$ cat src/rtl/centroid_pkg.sv
// centroid_pkg: shared types and default widths for the multi-channel centroid engine.
//   centroid_state_t  - snapshot-processing FSM states
//   centroid_result_t - one reported channel result (default widths)
//   ch_width()        - channel-tag width for a given channel count
package centroid_pkg;

    localparam int unsigned DEF_NUM_CH     = 4;
    localparam int unsigned DEF_X_WIDTH    = 11;
    localparam int unsigned DEF_Y_WIDTH    = 10;
    localparam int unsigned DEF_ACC_WIDTH  = 32;
    localparam int unsigned DEF_MIN_PIXELS = 16;

    typedef enum logic [2:0] {
        ST_IDLE,
        ST_LOAD,
        ST_DIV_X,
        ST_DIV_Y,
        ST_EMIT
    } centroid_state_t;

    typedef struct packed {
        logic [DEF_X_WIDTH-1:0]   x;
        logic [DEF_Y_WIDTH-1:0]   y;
        logic [DEF_ACC_WIDTH-1:0] count;
        logic                     present;
    } centroid_result_t;

    // Channel tag width; a single channel still needs one tag bit.
    function automatic int unsigned ch_width(input int unsigned n);
        return (n > 1) ? $clog2(n) : 1;
    endfunction

endpackage

$ cat src/rtl/centroid_seq_divider.sv
// centroid_seq_divider: unsigned radix-2 restoring divider, one quotient bit per cycle.
//   clk_in, rst_in      - clock, asynchronous active-high reset
//   start_in            - capture operands and begin (first bit resolved on this edge)
//   dividend_in         - numerator
//   divisor_in          - denominator (non-zero)
//   done_out            - one-cycle pulse exactly WIDTH cycles after start_in
//   quotient_out        - floor(dividend/divisor), valid while done_out is high
module centroid_seq_divider #(
    parameter int unsigned WIDTH = 32
) (
    input  logic             clk_in,
    input  logic             rst_in,
    input  logic             start_in,
    input  logic [WIDTH-1:0] dividend_in,
    input  logic [WIDTH-1:0] divisor_in,
    output logic             done_out,
    output logic [WIDTH-1:0] quotient_out
);

    localparam int unsigned CNT_W = $clog2(WIDTH + 1);

    logic [WIDTH-1:0] rem_q, rem_d;
    logic [WIDTH-1:0] quo_q, quo_d;
    logic [WIDTH-1:0] dsr_q, dsr_d;
    logic [CNT_W-1:0] cnt_q, cnt_d;
    logic             done_q, done_d;

    logic [WIDTH-1:0] src_rem, src_quo, src_dsr;
    logic [WIDTH:0]   shifted, diff;

    // One restoring step per cycle; on start the step works on the fresh operands
    // so that the last bit lands exactly WIDTH cycles later.
    always_comb begin
        src_rem = start_in ? '0 : rem_q;
        src_quo = start_in ? dividend_in : quo_q;
        src_dsr = start_in ? divisor_in : dsr_q;
        shifted = {src_rem, src_quo[WIDTH-1]};
        diff    = shifted - {1'b0, src_dsr};

        rem_d  = rem_q;
        quo_d  = quo_q;
        dsr_d  = dsr_q;
        cnt_d  = cnt_q;
        done_d = 1'b0;

        if (start_in || (cnt_q != '0)) begin
            dsr_d = src_dsr;
            if (!diff[WIDTH]) begin
                rem_d = diff[WIDTH-1:0];
                quo_d = {src_quo[WIDTH-2:0], 1'b1};
            end else begin
                rem_d = shifted[WIDTH-1:0];
                quo_d = {src_quo[WIDTH-2:0], 1'b0};
            end
        end

        if (start_in) begin
            cnt_d = CNT_W'(WIDTH - 1);
        end else if (cnt_q != '0) begin
            cnt_d  = cnt_q - CNT_W'(1);
            done_d = (cnt_q == CNT_W'(1));
        end
    end

    always_ff @(posedge clk_in or posedge rst_in) begin
        if (rst_in) begin
            rem_q  <= '0;
            quo_q  <= '0;
            dsr_q  <= '0;
            cnt_q  <= '0;
            done_q <= 1'b0;
        end else begin
            rem_q  <= rem_d;
            quo_q  <= quo_d;
            dsr_q  <= dsr_d;
            cnt_q  <= cnt_d;
            done_q <= done_d;
        end
    end

    assign done_out     = done_q;
    assign quotient_out = quo_q;

endmodule

$ cat src/rtl/multi_centroid.sv
// multi_centroid: per-channel x/y centroid engine with snapshot-and-divide at frame end.
//   clk_in, rst_in        - clock, asynchronous active-high reset
//   x_in, y_in, ch_in     - pixel coordinate and channel tag
//   valid_in              - pixel belongs to channel ch_in
//   tabulate_in           - end-of-frame pulse
//   x_out, y_out          - floor centroid of the reported channel
//   ch_out, count_out     - reported channel and its pixel count
//   present_out           - count_out >= MIN_PIXELS
//   valid_out             - one-cycle result strobe
//   busy_out              - snapshot being processed
//   overrun_out           - one-cycle pulse: a frame was dropped
module multi_centroid
    import centroid_pkg::*;
#(
    parameter  int unsigned NUM_CH     = DEF_NUM_CH,
    parameter  int unsigned X_WIDTH    = DEF_X_WIDTH,
    parameter  int unsigned Y_WIDTH    = DEF_Y_WIDTH,
    parameter  int unsigned ACC_WIDTH  = DEF_ACC_WIDTH,
    parameter  int unsigned MIN_PIXELS = DEF_MIN_PIXELS,
    localparam int unsigned CH_W       = ch_width(NUM_CH)
) (
    input  logic                 clk_in,
    input  logic                 rst_in,
    input  logic [X_WIDTH-1:0]   x_in,
    input  logic [Y_WIDTH-1:0]   y_in,
    input  logic [CH_W-1:0]      ch_in,
    input  logic                 valid_in,
    input  logic                 tabulate_in,
    output logic [X_WIDTH-1:0]   x_out,
    output logic [Y_WIDTH-1:0]   y_out,
    output logic [CH_W-1:0]      ch_out,
    output logic [ACC_WIDTH-1:0] count_out,
    output logic                 present_out,
    output logic                 valid_out,
    output logic                 busy_out,
    output logic                 overrun_out
);

    logic [ACC_WIDTH-1:0] live_x_q [NUM_CH];
    logic [ACC_WIDTH-1:0] live_y_q [NUM_CH];
    logic [ACC_WIDTH-1:0] live_n_q [NUM_CH];
    logic [ACC_WIDTH-1:0] live_x_d [NUM_CH];
    logic [ACC_WIDTH-1:0] live_y_d [NUM_CH];
    logic [ACC_WIDTH-1:0] live_n_d [NUM_CH];
    logic [ACC_WIDTH-1:0] snap_x_q [NUM_CH];
    logic [ACC_WIDTH-1:0] snap_y_q [NUM_CH];
    logic [ACC_WIDTH-1:0] snap_n_q [NUM_CH];
    logic [ACC_WIDTH-1:0] snap_x_d [NUM_CH];
    logic [ACC_WIDTH-1:0] snap_y_d [NUM_CH];
    logic [ACC_WIDTH-1:0] snap_n_d [NUM_CH];

    centroid_state_t      state_q, state_d;
    logic [CH_W-1:0]      ch_q, ch_d;
    logic [X_WIDTH-1:0]   xq_q, xq_d;
    logic [X_WIDTH-1:0]   x_q, x_d;
    logic [Y_WIDTH-1:0]   y_q, y_d;
    logic [CH_W-1:0]      cho_q, cho_d;
    logic [ACC_WIDTH-1:0] count_q, count_d;
    logic                 present_q, present_d;
    logic                 valid_q, valid_d;
    logic                 busy_q, busy_d;
    logic                 overrun_q, overrun_d;

    logic                 div_start_c;
    logic [ACC_WIDTH-1:0] div_dividend_c;
    logic                 div_done;
    logic [ACC_WIDTH-1:0] div_quo;

    // Quotient high bits are zero by construction (sums bounded by count * max coordinate).
    logic unused_quo;
    assign unused_quo = ^div_quo;

    // Live accumulation; a same-cycle pixel is folded in before the snapshot copy and clear.
    always_comb begin
        for (int c = 0; c < NUM_CH; c++) begin
            live_x_d[c] = live_x_q[c];
            live_y_d[c] = live_y_q[c];
            live_n_d[c] = live_n_q[c];
            if (valid_in && (ch_in == CH_W'(c))) begin
                live_x_d[c] = live_x_q[c] + ACC_WIDTH'(x_in);
                live_y_d[c] = live_y_q[c] + ACC_WIDTH'(y_in);
                live_n_d[c] = live_n_q[c] + ACC_WIDTH'(1);
            end
            snap_x_d[c] = snap_x_q[c];
            snap_y_d[c] = snap_y_q[c];
            snap_n_d[c] = snap_n_q[c];
            if (tabulate_in && (state_q == ST_IDLE)) begin
                snap_x_d[c] = live_x_d[c];
                snap_y_d[c] = live_y_d[c];
                snap_n_d[c] = live_n_d[c];
            end
            if (tabulate_in) begin
                live_x_d[c] = '0;
                live_y_d[c] = '0;
                live_n_d[c] = '0;
            end
        end
    end

    // Snapshot walk: per channel LOAD -> (DIV_X -> DIV_Y ->) EMIT.
    always_comb begin
        state_d        = state_q;
        ch_d           = ch_q;
        xq_d           = xq_q;
        x_d            = x_q;
        y_d            = y_q;
        cho_d          = cho_q;
        count_d        = count_q;
        present_d      = present_q;
        valid_d        = 1'b0;
        div_start_c    = 1'b0;
        div_dividend_c = snap_x_q[ch_q];

        case (state_q)
            ST_IDLE: begin
                if (tabulate_in) begin
                    state_d = ST_LOAD;
                    ch_d    = '0;
                end
            end
            ST_LOAD: begin
                if (snap_n_q[ch_q] >= ACC_WIDTH'(MIN_PIXELS)) begin
                    div_start_c = 1'b1;
                    state_d     = ST_DIV_X;
                end else begin
                    state_d   = ST_EMIT;
                    x_d       = '0;
                    y_d       = '0;
                    present_d = 1'b0;
                    count_d   = snap_n_q[ch_q];
                    cho_d     = ch_q;
                    valid_d   = 1'b1;
                end
            end
            ST_DIV_X: begin
                if (div_done) begin
                    xq_d           = div_quo[X_WIDTH-1:0];
                    div_start_c    = 1'b1;
                    div_dividend_c = snap_y_q[ch_q];
                    state_d        = ST_DIV_Y;
                end
            end
            ST_DIV_Y: begin
                if (div_done) begin
                    state_d   = ST_EMIT;
                    x_d       = xq_q;
                    y_d       = div_quo[Y_WIDTH-1:0];
                    present_d = 1'b1;
                    count_d   = snap_n_q[ch_q];
                    cho_d     = ch_q;
                    valid_d   = 1'b1;
                end
            end
            ST_EMIT: begin
                if (ch_q == CH_W'(NUM_CH - 1)) begin
                    state_d = ST_IDLE;
                end else begin
                    ch_d    = ch_q + CH_W'(1);
                    state_d = ST_LOAD;
                end
            end
            default: state_d = ST_IDLE;
        endcase

        busy_d    = (state_d != ST_IDLE);
        overrun_d = tabulate_in && (state_q != ST_IDLE);
    end

    always_ff @(posedge clk_in or posedge rst_in) begin
        if (rst_in) begin
            for (int c = 0; c < NUM_CH; c++) begin
                live_x_q[c] <= '0;
                live_y_q[c] <= '0;
                live_n_q[c] <= '0;
                snap_x_q[c] <= '0;
                snap_y_q[c] <= '0;
                snap_n_q[c] <= '0;
            end
            state_q   <= ST_IDLE;
            ch_q      <= '0;
            xq_q      <= '0;
            x_q       <= '0;
            y_q       <= '0;
            cho_q     <= '0;
            count_q   <= '0;
            present_q <= 1'b0;
            valid_q   <= 1'b0;
            busy_q    <= 1'b0;
            overrun_q <= 1'b0;
        end else begin
            for (int c = 0; c < NUM_CH; c++) begin
                live_x_q[c] <= live_x_d[c];
                live_y_q[c] <= live_y_d[c];
                live_n_q[c] <= live_n_d[c];
                snap_x_q[c] <= snap_x_d[c];
                snap_y_q[c] <= snap_y_d[c];
                snap_n_q[c] <= snap_n_d[c];
            end
            state_q   <= state_d;
            ch_q      <= ch_d;
            xq_q      <= xq_d;
            x_q       <= x_d;
            y_q       <= y_d;
            cho_q     <= cho_d;
            count_q   <= count_d;
            present_q <= present_d;
            valid_q   <= valid_d;
            busy_q    <= busy_d;
            overrun_q <= overrun_d;
        end
    end

    centroid_seq_divider #(
        .WIDTH (ACC_WIDTH)
    ) u_div (
        .clk_in       (clk_in),
        .rst_in       (rst_in),
        .start_in     (div_start_c),
        .dividend_in  (div_dividend_c),
        .divisor_in   (snap_n_q[ch_q]),
        .done_out     (div_done),
        .quotient_out (div_quo)
    );

    assign x_out       = x_q;
    assign y_out       = y_q;
    assign ch_out      = cho_q;
    assign count_out   = count_q;
    assign present_out = present_q;
    assign valid_out   = valid_q;
    assign busy_out    = busy_q;
    assign overrun_out = overrun_q;

endmodule

$ cat config.mk
export PLATFORM = sky130hd
export DESIGN_NAME = multi_centroid
export DESIGN_NICKNAME = d
export VERILOG_FILES = /design/src/rtl/centroid_pkg.sv /design/src/rtl/centroid_seq_divider.sv /design/src/rtl/multi_centroid.sv
export SDC_FILE = /design/constraint.sdc
export NUM_CORES = 2
export LEC_CHECK = 0
export BUFFER_PORTS_ARGS = -buffer_cell sky130_fd_sc_hd__buf_2
export CORE_ASPECT_RATIO = 2
export CORE_MARGIN = 8
export CORE_UTILIZATION = 25
export CTS_CLUSTER_SIZE = 16
export DETAILED_ROUTE_END_ITERATION = 8
export GPL_TIMING_DRIVEN = 0
export HOLD_SLACK_MARGIN = 0.06
export MAX_ROUTING_LAYER = met4
export PLACE_DENSITY = 0.5
export SYNTH_ARGS = -nofsm -noshare
export SYNTH_HDL_FRONTEND = slang
export SYNTH_SLANG_ARGS = --single-unit
export TNS_END_PERCENT = 20
$ cat constraint.sdc
create_clock -name clk_in -period 40 [get_ports clk_in]
set_input_delay 4 -clock clk_in [delete_from_list [all_inputs] [get_ports clk_in]]
set_output_delay 4 -clock clk_in [all_outputs]
set_load 0.01 [all_outputs]
==> summary.txt <==
Worst Path Max Fanout: 10
Slew @ Worst Pin: 1.37 ns
RR Endpoint: u_div.rem_q[21]
Hold_buf cts: 0
Root Buffer: clkbuf_16
Hold-critical path depth: 2
Cell count after synthesis: 4689
WP data arrival: 7.95 ns
H-tree depth: 3
Post-synthesis cell area: 46000 um2
Final instance area: 52600 um2
Initial Util: 25.2%
Clock transition at the registers of the reported paths: 0.07 ns
R2R setup slack: 32.64 ns
Global-route wire length before repair: 236 mm
Final core utilization: 28.8%
Most frequent cell after synthesis: dfrtp_1
Main flop type after synthesis: dfrtp_1
Final WS setup: 32.64 ns
Dpl cell area: 49600 um2
Place WS: 32.08 ns
Vias per inst: 4.76
Slew Viols, Final: 0
Final setup skew: 0.0377 ns
WL/cell: 21.7 um
Total track usage: 16.2%
Core footprint: 183000 um2
Max_cap viols: 0
CP Class: reg2reg
Number of I/O port buffers: 84
Residual DRC count: 0
Final min period: 7.36 ns
Clk Latency, worst-skew pair: 0.70 ns
Leakage: 23.2 nW
Area contributors post-synth: dfrtp_1 (51%), nand2_1 (6.7%), o21ai_0 (4.9%)
Fmax: 136 MHz
Net Count, Synth: 4849
Crit-path cells: buf_2 -> buf_2 -> clkbuf_1 -> clkbuf_1 -> mux4_2 -> nand2_1 -> nand2_1 -> ha_1 -> fa_1 -> nand2b_1 -> a211oi_1 -> nor4b_1 -> nor4b_1 -> o31ai_1 -> buf_2 -> xor2_1 -> and3_1 -> clkbuf_1 -> a22oi_1 -> o21ai_0
PwrDens: 52.1 nW/um2
Most frequent cells after synthesis: dfrtp_1 (946), nand2_1 (818), nor2_1 (567)
Vias: 34749
Slew Limit Headroom: 8.63%
Worst Path Required: 40.59 ns
Setup TNS: 0 ns
Ys async rst share: 100%
Number of synthesized flops with an enable pin: 0
Worst reg-to-reg path cell count: 20
Largest net degree at the start of global routing: 129
Post-synth top area cell: dfrtp_1
Post-DP HPWL: 124 mm
Post-CTS setup buffer count: 0
Routability cong.: 0.888
Layout cells sized above 1: 8.51%
DRT iter0 DRCs: 2093
Avg Cell Area, Syn: 9.81 um2
Pre-Repair DR Iteration Count: 7
Die Span X: 319 um
CTS tree: yes
Overflow after GRT: 0
Antenna-violating nets left: 0
RSZ-0062 raised after global routing: no
Clk sinks: 946
Setup crit end kind: register
Hold Slack: 0.461 ns
Worst Hold Path EP: u_div.dsr_q[1]
Clock Path Buffers: 3
Crit path buf inv count: 6
Final WL: 159 mm
Status: finished clean
Vias in the first global route: 36925
Final period util: 18.4%
P&R area growth vs syn: 14.4%
Hold Startpoint: u_div.dsr_q[1]
Number of distinct library cells after synthesis: 80
Full die area: 199000 um2
R2r startpoint: ch_q[1]
Die Span Y: 623 um
Cts bufs inserted: 88
Post-synthesis sequential area ratio: 51.5%
Placed insts: 7134
Final Power: 2.74 mW
#FFs+latches synth: 946
Min-delay worst type: reg2reg
Final Non-Filler Cells: 7305
Row Count: 222
CTS resizes: 0
Worst IR drop on VDD: 0.0367 mV
CP Launch Type: register
I/O pins: 86
CP top delay family: buffers and inverters
Synth top area share: 51.5%
Setup violators final: 0
Slowest stage delay, CP: 0.93 ns
Critical-path top delay cell: clkbuf_1
Initial antenna violation count: 21
Hold Violations, Final: 0
Warnings, synthesis: 0
Nets: 5032
cell type report:
type                    instances  area [um2]
clock inverters                27         385
well taps                    2352        2940
fillers                     19314      130000
inverters                     111         424
clock buffers                 128        2560
plain buffers                 241         983
diodes                         16        40.0
multi-input cells            3391       20900
repair buffers                 93         656
flip-flops and latches        946       23700
cell families (layout without fill, tap and decap cells):
group           after synthesis  after routing  share of synthesized area, %
simple gates               1916           1916                          18.3
flops                       946            946                          51.5
compound gates              800            800                          9.98
xor+xnor                    391            391                          7.45
buf+inv                     352            600                          3.04
mux                         151            151                          6.00
fa+ha+maj                   133            133                          3.77
other cells                   0             16                             0
registers in the layout, indices dropped and copies added (netlist names), 2 cells and up:
signal              cells
u_div.cnt_q             6
u_div.dsr_q            32
state_q                 3
snap_y_q              128
live_x_q              128
ch_q                    2
snap_n_q              128
ch_out                  2
count_out              32
snap_x_q              128
x_out                  11
xq_q                   11
live_n_q              128
u_div.quotient_out     32
live_y_q              128
u_div.rem_q            32
y_out                  10
worst register-to-register path, delay by kind of cell (launching register included):
kind | cells | cell delay [ns]
buffers and inverters | 6 | 3.40
adders and majority gates | 2 | 0.65
and+or+nand+nor | 6 | 1.39
DFF | 1 | 0.36
AOI/OAI and AO/OA | 4 | 0.77
xor gates and xnor gates | 1 | 0.20
muxes | 1 | 0.50
power breakdown:
| part | total (mW) | switching (mW) | internal (mW) |
|---|---|---|---|
| combinational | 0.753 | 0.496 | 0.257 |
| sequential | 1.10 | 0.0631 | 1.03 |
| clock | 0.889 | 0.396 | 0.493 |
how the worst max path moves through the flow:
stage,slack [ns],end,depth (start not counted),from
floorplan,9.40,busy_out,1,rst_in
global placement,-2.21,live_y_q[110],2,rst_in
detailed placement,32.08,snap_x_q[118],12,x_in[0]
CTS,32.56,u_div.rem_q[21],20,ch_q[1]
global route,32.39,u_div.rem_q[17],20,ch_q[1]
finish,32.64,u_div.rem_q[21],20,ch_q[1]
cells in the final DEF (no fill, tap or decap), types with 108 or more instances in the layout:
cell	count
dfrtp_1	946
nand2_1	818
nor2_1	567
o21ai_0	452
clkbuf_1	215
xnor2_1	208
xor2_1	183
a21oi_1	134
nand3_1	132
ha_1	124
inv_1	110
buf_2	108
metal layers:
| layer | vias up | wire length (um) | global-route usage (%) | part of all wire [%] |
|---|---|---|---|---|
| li1 | 16274 | - | - | - |
| met1 | 17281 | 53500 | 15.2 | 34 |
| met2 | 811 | 84100 | 29.4 | 53 |
| met3 | 383 | 5900 | 2.04 | 3.7 |
| met4 | 0 | 15100 | 12.8 | 9.5 |
| met5 | - | 0 | - | 0 |
(Power assumes the default switching activity.)
